### src/rtl/instr_fetch_unit.sv
// instr_fetch_unit: multicycle MIPS fetch stage owning PC/IR with a timed memory read handshake
module instr_fetch_unit #(
  parameter logic [31:0] RESET_PC = 32'h0000_0000,
  parameter int TIMEOUT = 15
) (
  input  logic        clk,
  input  logic        reset,
  input  logic        fetch_req,
  input  logic        ir_ack,
  input  logic        pc_write,
  input  logic [1:0]  pc_src,
  input  logic [31:0] branch_target,
  input  logic [31:0] jump_target,
  output logic [31:0] mem_addr,
  output logic        mem_rd,
  input  logic [31:0] mem_rdata,
  input  logic        mem_ready,
  output logic [31:0] PC_out,
  output logic [5:0]  opcode,
  output logic [4:0]  RS,
  output logic [4:0]  RT,
  output logic [4:0]  RD,
  output logic [5:0]  funct,
  output logic [15:0] IMMEDIATE,
  output logic        ir_valid,
  output logic        busy,
  output logic        fetch_fault
);
  typedef enum logic [1:0] {S_IDLE, S_WAIT, S_HOLD, S_FAULT} state_t;
  state_t state, state_n;
  logic [31:0] pc, ir, pend_tgt, tgt, redir_tgt;
  logic [3:0] cnt;
  logic pend_v, redir, redir_now;
  assign tgt = pc_src == 2'd1 ? {branch_target[31:2], 2'b00} :
               pc_src == 2'd2 ? {jump_target[31:2], 2'b00} : pc;
  assign redir = pc_src == 2'd1 || pc_src == 2'd2;
  assign redir_now = pc_write ? redir : pend_v;
  assign redir_tgt = pc_write ? tgt : pend_tgt;
  always_comb begin
    state_n = state;
    unique case (state)
      S_IDLE:  state_n = fetch_req ? S_WAIT : S_IDLE;
      S_WAIT:  state_n = mem_ready ? S_HOLD : cnt == 4'(TIMEOUT - 1) ? S_FAULT : S_WAIT;
      S_HOLD:  state_n = ir_ack ? (fetch_req ? S_WAIT : S_IDLE) : S_HOLD;
      default: state_n = S_FAULT;
    endcase
  end
  always_ff @(posedge clk) begin
    if (reset) begin
      state    <= S_IDLE;
      pc       <= RESET_PC;
      ir       <= '0;
      cnt      <= '0;
      pend_v   <= 1'b0;
      pend_tgt <= '0;
    end else begin
      state <= state_n;
      if ((state == S_IDLE || state == S_HOLD) && pc_write) pc <= tgt;
      if (state != S_WAIT && state_n == S_WAIT) cnt <= '0;
      else if (state == S_WAIT && !mem_ready) cnt <= cnt + 4'd1;
      if (state == S_WAIT && mem_ready) begin
        ir     <= mem_rdata;
        pc     <= redir_now ? redir_tgt : pc + 32'd4;
        pend_v <= 1'b0;
      end else if (state == S_WAIT && pc_write) begin
        pend_v   <= redir;
        pend_tgt <= tgt;
      end
    end
  end
  assign mem_rd      = state == S_WAIT;
  assign mem_addr    = pc;
  assign PC_out      = pc;
  assign opcode      = ir[31:26];
  assign RS          = ir[25:21];
  assign RT          = ir[20:16];
  assign RD          = ir[15:11];
  assign funct       = ir[5:0];
  assign IMMEDIATE   = ir[15:0];
  assign ir_valid    = state == S_HOLD;
  assign busy        = state != S_IDLE;
  assign fetch_fault = state == S_FAULT;
endmodule
### config.mk
export PLATFORM = sky130hd
export DESIGN_NAME = instr_fetch_unit
export DESIGN_NICKNAME = d
export VERILOG_FILES = /design/src/rtl/instr_fetch_unit.sv
export SDC_FILE = /design/constraint.sdc
export NUM_CORES = 1
export LEC_CHECK = 0
export ABC_CLOCK_PERIOD_IN_PS = 3900
export BUFFER_PORTS_ARGS = -buffer_cell sky130_fd_sc_hd__clkbuf_2
export CAP_MARGIN = 0
export CORE_MARGIN = 2
export CORE_UTILIZATION = 45
export CTS_BUF_LIST = sky130_fd_sc_hd__clkbuf_4 sky130_fd_sc_hd__clkbuf_8 sky130_fd_sc_hd__clkbuf_16
export CTS_CLUSTER_SIZE = 25
export DETAILED_ROUTE_END_ITERATION = 7
export GPL_TIMING_DRIVEN = 0
export PLACE_DENSITY_LB_ADDON = 0.05
export RECOVER_POWER = 25
export SETUP_SLACK_MARGIN = 0.5
export SYNTH_ARGS = -nofsm -noshare
export SYNTH_HDL_FRONTEND = slang
export SYNTH_SLANG_ARGS = --single-unit
### constraint.sdc
create_clock -name clk -period 3.9 [get_ports clk]
set_input_delay 0.39 -clock clk [delete_from_list [all_inputs] [get_ports clk]]
set_output_delay 0.39 -clock clk [all_outputs]
set_load 0.02 [all_outputs]
Word level (Yosys, flattened, before mapping):

Index checks and enable logic that the tools add are counted.

* bits in registers: 103
* bits in latches: 0
* RAM bits: 0
* ROM bits: 0
* output and inout bits: 111
* word-level logic and storage cells: 43
* memories kept: 0

* add/subtract/negate cells: 2
* $mul: 0
* div/mod/pow operators: 0
* order comparisons: 0
* equality and inequality tests: 8
* shifts and indexed selects: 0
* muxes and demuxes: 12
* bitwise operators: 1
* reductions and logical operators: 14

Operators by type and width (count)
* $mux W32: 6
* $add A32 B3 Y32 const B: 1
* $eq A2 B1 Y1 const B: 3
* $eq A2 B2 Y1 const B: 3
* $mux W2: 3
* $pmux W2 S3: 1
* $logic_and A1 B1 Y1: 5
* $add A4 B1 Y4 const B: 1
* $eq A4 B4 Y1 const B: 1
* $reduce_bool A2 Y1: 2
* $reduce_or A2 Y1: 2
* $logic_not A2 Y1: 1
* $logic_or A1 B1 Y1: 2
* $mux W1: 2
* $ne A2 B1 Y1 const B: 1
* $reduce_and A2 Y1: 1
* $logic_not A1 Y1: 1
* $not A1 Y1: 1

Logic depth before layout (Yosys ltp):

* depth after elaboration: 7
* depth in mapped cells: 10

Worst setup path after synthesis:

OpenSTA, ideal clock, no wires.

* path type: register to register
* start point: register pc[2] (netlist: PC_out[2])
* end point: register pc[24] (netlist: PC_out[24])
* setup time: 86 ps
* arrival: 2161 ps
* data required time: 3814 ps
* setup slack: 1653 ps
* stages on the path, launching flop included: 7
* path buffers: 0
* clock period less this slack: 2247 ps
* cells stage by stage: dfxtp_1 ha_1 nand4_1 or4_1 or4_1 a21o_1 a221oi_2

* longest elaborated chain between the ends: 3

RTL lines
* start, declared: line 31 `logic [31:0] pc, ir, pend_tgt, tgt, redir_tgt;`
* start signal, assigned: line 58 `if ((state == S_IDLE || state == S_HOLD) && pc_write) pc <= tgt;`
* start signal, assigned: line 63 `pc <= redir_now ? redir_tgt : pc + 32'd4;`
* $add A32 B3 Y32: line 63
* $mux W32: line 63
* $mux W32: line 61 `if (state == S_WAIT && mem_ready) begin`

Every way passes these cells.
A chain may end at the register's enable or synchronous reset.

Worst setup path after layout:

* start point: input port pc_src[1]
* end point: register pc[7] (netlist: PC_out[7])

* longest elaborated chain between the ends: 6
* elaborated cells on any way between the ends: 10
* classes of those cells: 2 x eq/ne; 7 x mux; 1 x reduce/logical

RTL lines
* start, declared: line 11 `input logic [1:0] pc_src,`
* $eq A2 B2 Y1: line 35, 36
* $mux W32: line 35 `pc_src == 2'd2 ? {jump_target[31:2], 2'b00} : pc;`
* $mux W32: line 34 `assign tgt = pc_src == 2'd1 ? {branch_target[31:2], 2'b00} :`
* $mux W32: line 38 `assign redir_tgt = pc_write ? tgt : pend_tgt;`
* $mux W32: line 63
* $mux W32 *: line 61

Every way passes the cells marked *; elsewhere a longest branch is shown, timed or not. The select of a mux whose other input is x is not followed.

==> out/summary.json <==
{
  "peakVddDrop_mv": 0.333,
  "number_of_primary_i_o_pins": 215,
  "cp_num_buf_inv": 5,
  "cts-buffers-inserted": 9,
  "synth_sequential_area_ratio_pct": 34.4,
  "grt_pass1_wl_mm": 33.2,
  "static_leakage_power_nw": 3.01,
  "port-buffer-count": 210,
  "layout_min_cycle_time_ns": 2.69,
  "die_w_um": 119,
  "synthAdderAreaFrac_pct": 1.04,
  "final.period_utilization_pct": 69.0,
  "n_fill_cell": 1353,
  "highest_net_fanout_along_the_worst_path": 10,
  "fraction_of_layout_cells_with_a_size_suffix_above_1_pct": 22.8,
  "core.rowCount": 42,
  "dr.pass1.iters": 5,
  "yosys.cell_types.count": 63,
  "sequential_cell_area_um2": 2060,
  "postSynthRegisterBits": 103,
  "drtAntennaViolNets": 0,
  "clock_network_latency_to_the_later_pin_of_the_worst_skew_pair_ns": 0.36,
  "synthDominantCellAreaShare_pct": 34.4,
  "synthesized_area_fraction_occupied_by_ao_oa_aoi_and_oai_cells_pct": 22.6,
  "cp_data_arrival_time_ns": 2.90,
  "worstSetupStartpointType": "input pin",
  "edff_count_synth": 0,
  "clk_root_buffer_cell": "clkbuf_16",
  "dieArea_um2": 14300,
  "final_max_slew_viol_count": 0,
  "via_count": 6843,
  "postSynthCellCount": 815,
  "grt_overflow": 0,
  "worst_path_dominant_cell_family": "buffers and inverters",
  "main_synth_ff_type": "dfxtp_1",
  "element_type_at_the_critical_path_end": "register",
  "post_synth_xor_area_fraction_pct": 1.75,
  "cts_setup_buffers": 0,
  "cpMostUsedCell": "clkbuf_1",
  "internal_power_w": 0.00186,
  "cts.hold.buffers_added": 0,
  "clock_h_tree_levels": 3,
  "post_synth_instance_area_um2": 6000,
  "synth_async_sr_flop_share_pct": 0,
  "placed_cells": 1201,
  "cts.clk_slew.worst_paths_ns": 0.07,
  "cp_data_required_time_ns": 4.11,
  "max_cap_viol_count": 0,
  "outcome": "finished, final reports clean",
  "first_global_vias": 6074,
  "avgSynthCellArea_um2": 7.36,
  "p_per_area_nw_per_um2": 370,
  "cts-resized-gates": 0,
  "fin_worst_hold_slack_ns": 0.252,
  "grt.total_usage_pct": 30.3,
  "globalplace.congestion": 1.01,
  "timing.slew.headroom_pct": 32.8,
  "synth.top_cells.by_area": "dfxtp_1 34%, nand2_1 11%, a21oi_1 7.0%, mux2i_1 5.7%, buf_4 5.4%",
  "numClockSinks": 103,
  "slowest_stage": "clkbuf_1",
  "reported_net_switching_power_w": 0.000910,
  "hold_path_class": "input pin to register",
  "ws_path_type": "input pin to register",
  "netlist_top_cells_count": "178 x nand2_1, 103 x dfxtp_1, 84 x a21oi_1",
  "die_h_um": 119,
  "drt-vias-per-instance": 5.63,
  "cts_buffer_depth": 2,
  "route.detailed.drc": 0,
  "finalCoreUtilization_pct": 57.0,
  "multi_input_area_um2": 3300,
  "tritoncts": "done",
  "fin_worst_skew_ns": 0.00931,
  "number_of_antenna_violations_at_the_first_check_in_global_routing": 0,
  "tightestPinTransition_ns": 1.01,
  "antennaDiodeCount": 0,
  "setup_violation_total_in_the_final_timing_report": 0,
  "rsz_0062_raised_after_global_routing": "no",
  "grt_max_degree": 15,
  "synth.most_common_cell": "nand2_1",
  "yosys_warnings": 0,
  "power_switching_share_pct": 32.8,
  "postRouteWirelength_mm": 22.3,
  "comb_power_share_pct": 25.2,
  "setup_slack_ns": 1.21,
  "initial_core_util_pct": 45.7,
  "final_cells": 1215,
  "post_synth_mux_area_share_pct": 6.24,
  "nets": 1145,
  "syn_to_final_growth_pct": 24.9,
  "synth_simple_gate_area_share_pct": 23.4,
  "combinational_family_with_the_most_area_after_synthesis": "simple AND/OR/NAND/NOR gates",
  "design.core.area_um2": 13100,
  "final.setup.tns_ns": 0,
  "syn_nets": 924,
  "routedWlPerCell_um": 18.3,
  "most_area_hungry_cell_type_in_the_yosys_netlist": "dfxtp_1",
  "max_freq_mhz": 372,
  "cp_cell_sequence": "clkbuf_2, inv_1, ha_1, clkbuf_1, clkbuf_1, clkbuf_1, o21ai_0, a221oi_1, o32ai_1",
  "hold_violations": 0,
  "pre_cts_slack_ns": 0.985,
  "detail_route.iter0.violations": 704,
  "dp_hpwl_mm": 16.2,
  "share_of_power_burned_in_registers_pct": 42.5,
  "critical_path.max_stage_delay_ns": 0.53,
  "clock_power_share_pct": 32.3
}
-- final timing paths --
path	startpoint	endpoint	slack [ns]	depth (start not counted)
max	pc_src[1]	PC_out[7]$_SDFFE_PP0P_	1.21	9
min	mem_rdata[12]	ir[12]$_SDFFE_PP0P_	0.25	3
max reg2reg	state[0]$_SDFF_PP0_	PC_out[31]$_SDFFE_PP0P_	1.24	7
min reg2reg	pend_tgt[12]$_SDFFE_PP0P_	pend_tgt[12]$_SDFFE_PP0P_	0.45	2
-- registers in the layout, indices dropped and copies added, names as in the netlist --
| name | count |
|---|---|
| PC_out | 32 |
| ir | 32 |
| pend_v | 1 |
| cnt | 4 |
| pend_tgt | 32 |
| state | 2 |
-- layer usage --
layer | up-vias | global-route usage [%] | wire length, um
li1 | 3276 | - | -
met1 | 3086 | 40.5 | 9320
met2 | 415 | 43.9 | 9280
met3 | 66 | 9.15 | 2620
met4 | 0 | 15.5 | 1030
met5 | - | 0 | 0
-- logic make-up after synthesis --
kind of cell,count (synthesis)
AOI/OAI and AO/OA,221
buffers and inverters,121
and+or+nand+nor,316
adders and majority gates,5
xor gates and xnor gates,12
DFF,103
muxes,37
-- area by class of cell --
class	count	area share, %
timing repair buffer	210	13.2
clock buffer	14	3.84
buffer	105	7.63
sequential	103	27.5
tap	176	2.94
multi-input combinational	591	44.1
inverter	16	0.802
-- layout by cell type (no fill, tap or decap), types with 9 or more instances in the layout --
| cell type | count |
|---|---|
| nand2_1 | 178 |
| clkbuf_2 | 163 |
| dfxtp_1 | 103 |
| clkbuf_1 | 95 |
| a21oi_1 | 84 |
| o21ai_0 | 58 |
| nor2_1 | 54 |
| buf_4 | 43 |
| mux2i_1 | 34 |
| nand4_1 | 18 |
| inv_1 | 16 |
| nor4_1 | 13 |
| nand3_1 | 12 |
| nor3_1 | 10 |
| a211oi_1 | 9 |
| clkbuf_16 | 9 |
-- worst register-to-register path, cell delays in order (launching register included) --
cell and delay (ns):
dfxtp_1 0.30, buf_2 0.22, nand2b_1 0.19, clkbuf_1 0.55
nand2_1 0.48, clkbuf_1 0.42, o221ai_1 0.27, o2bb2ai_1 0.10
-- stage by stage --
step           power, W  cell area (um2)
2_1_floorplan   0.00163             6000
3_3_place_gp    0.00189             7270
3_5_place_dp    0.00189             7270
4_1_cts         0.00277             7560
5_1_grt         0.00287             7490
6_report        0.00277             7490
-- power by group through the flow --
stage          Sequential, W  Clock, W  Combinational, W
2_1_floorplan        0.00124         0          0.000392
3_3_place_gp         0.00120         0          0.000690
3_5_place_dp         0.00120         0          0.000691
4_1_cts              0.00118  0.000902          0.000694
5_1_grt              0.00119  0.000940          0.000748
6_report             0.00118  0.000897          0.000699
No activity file was read; power rests on OpenSTA's default activity.
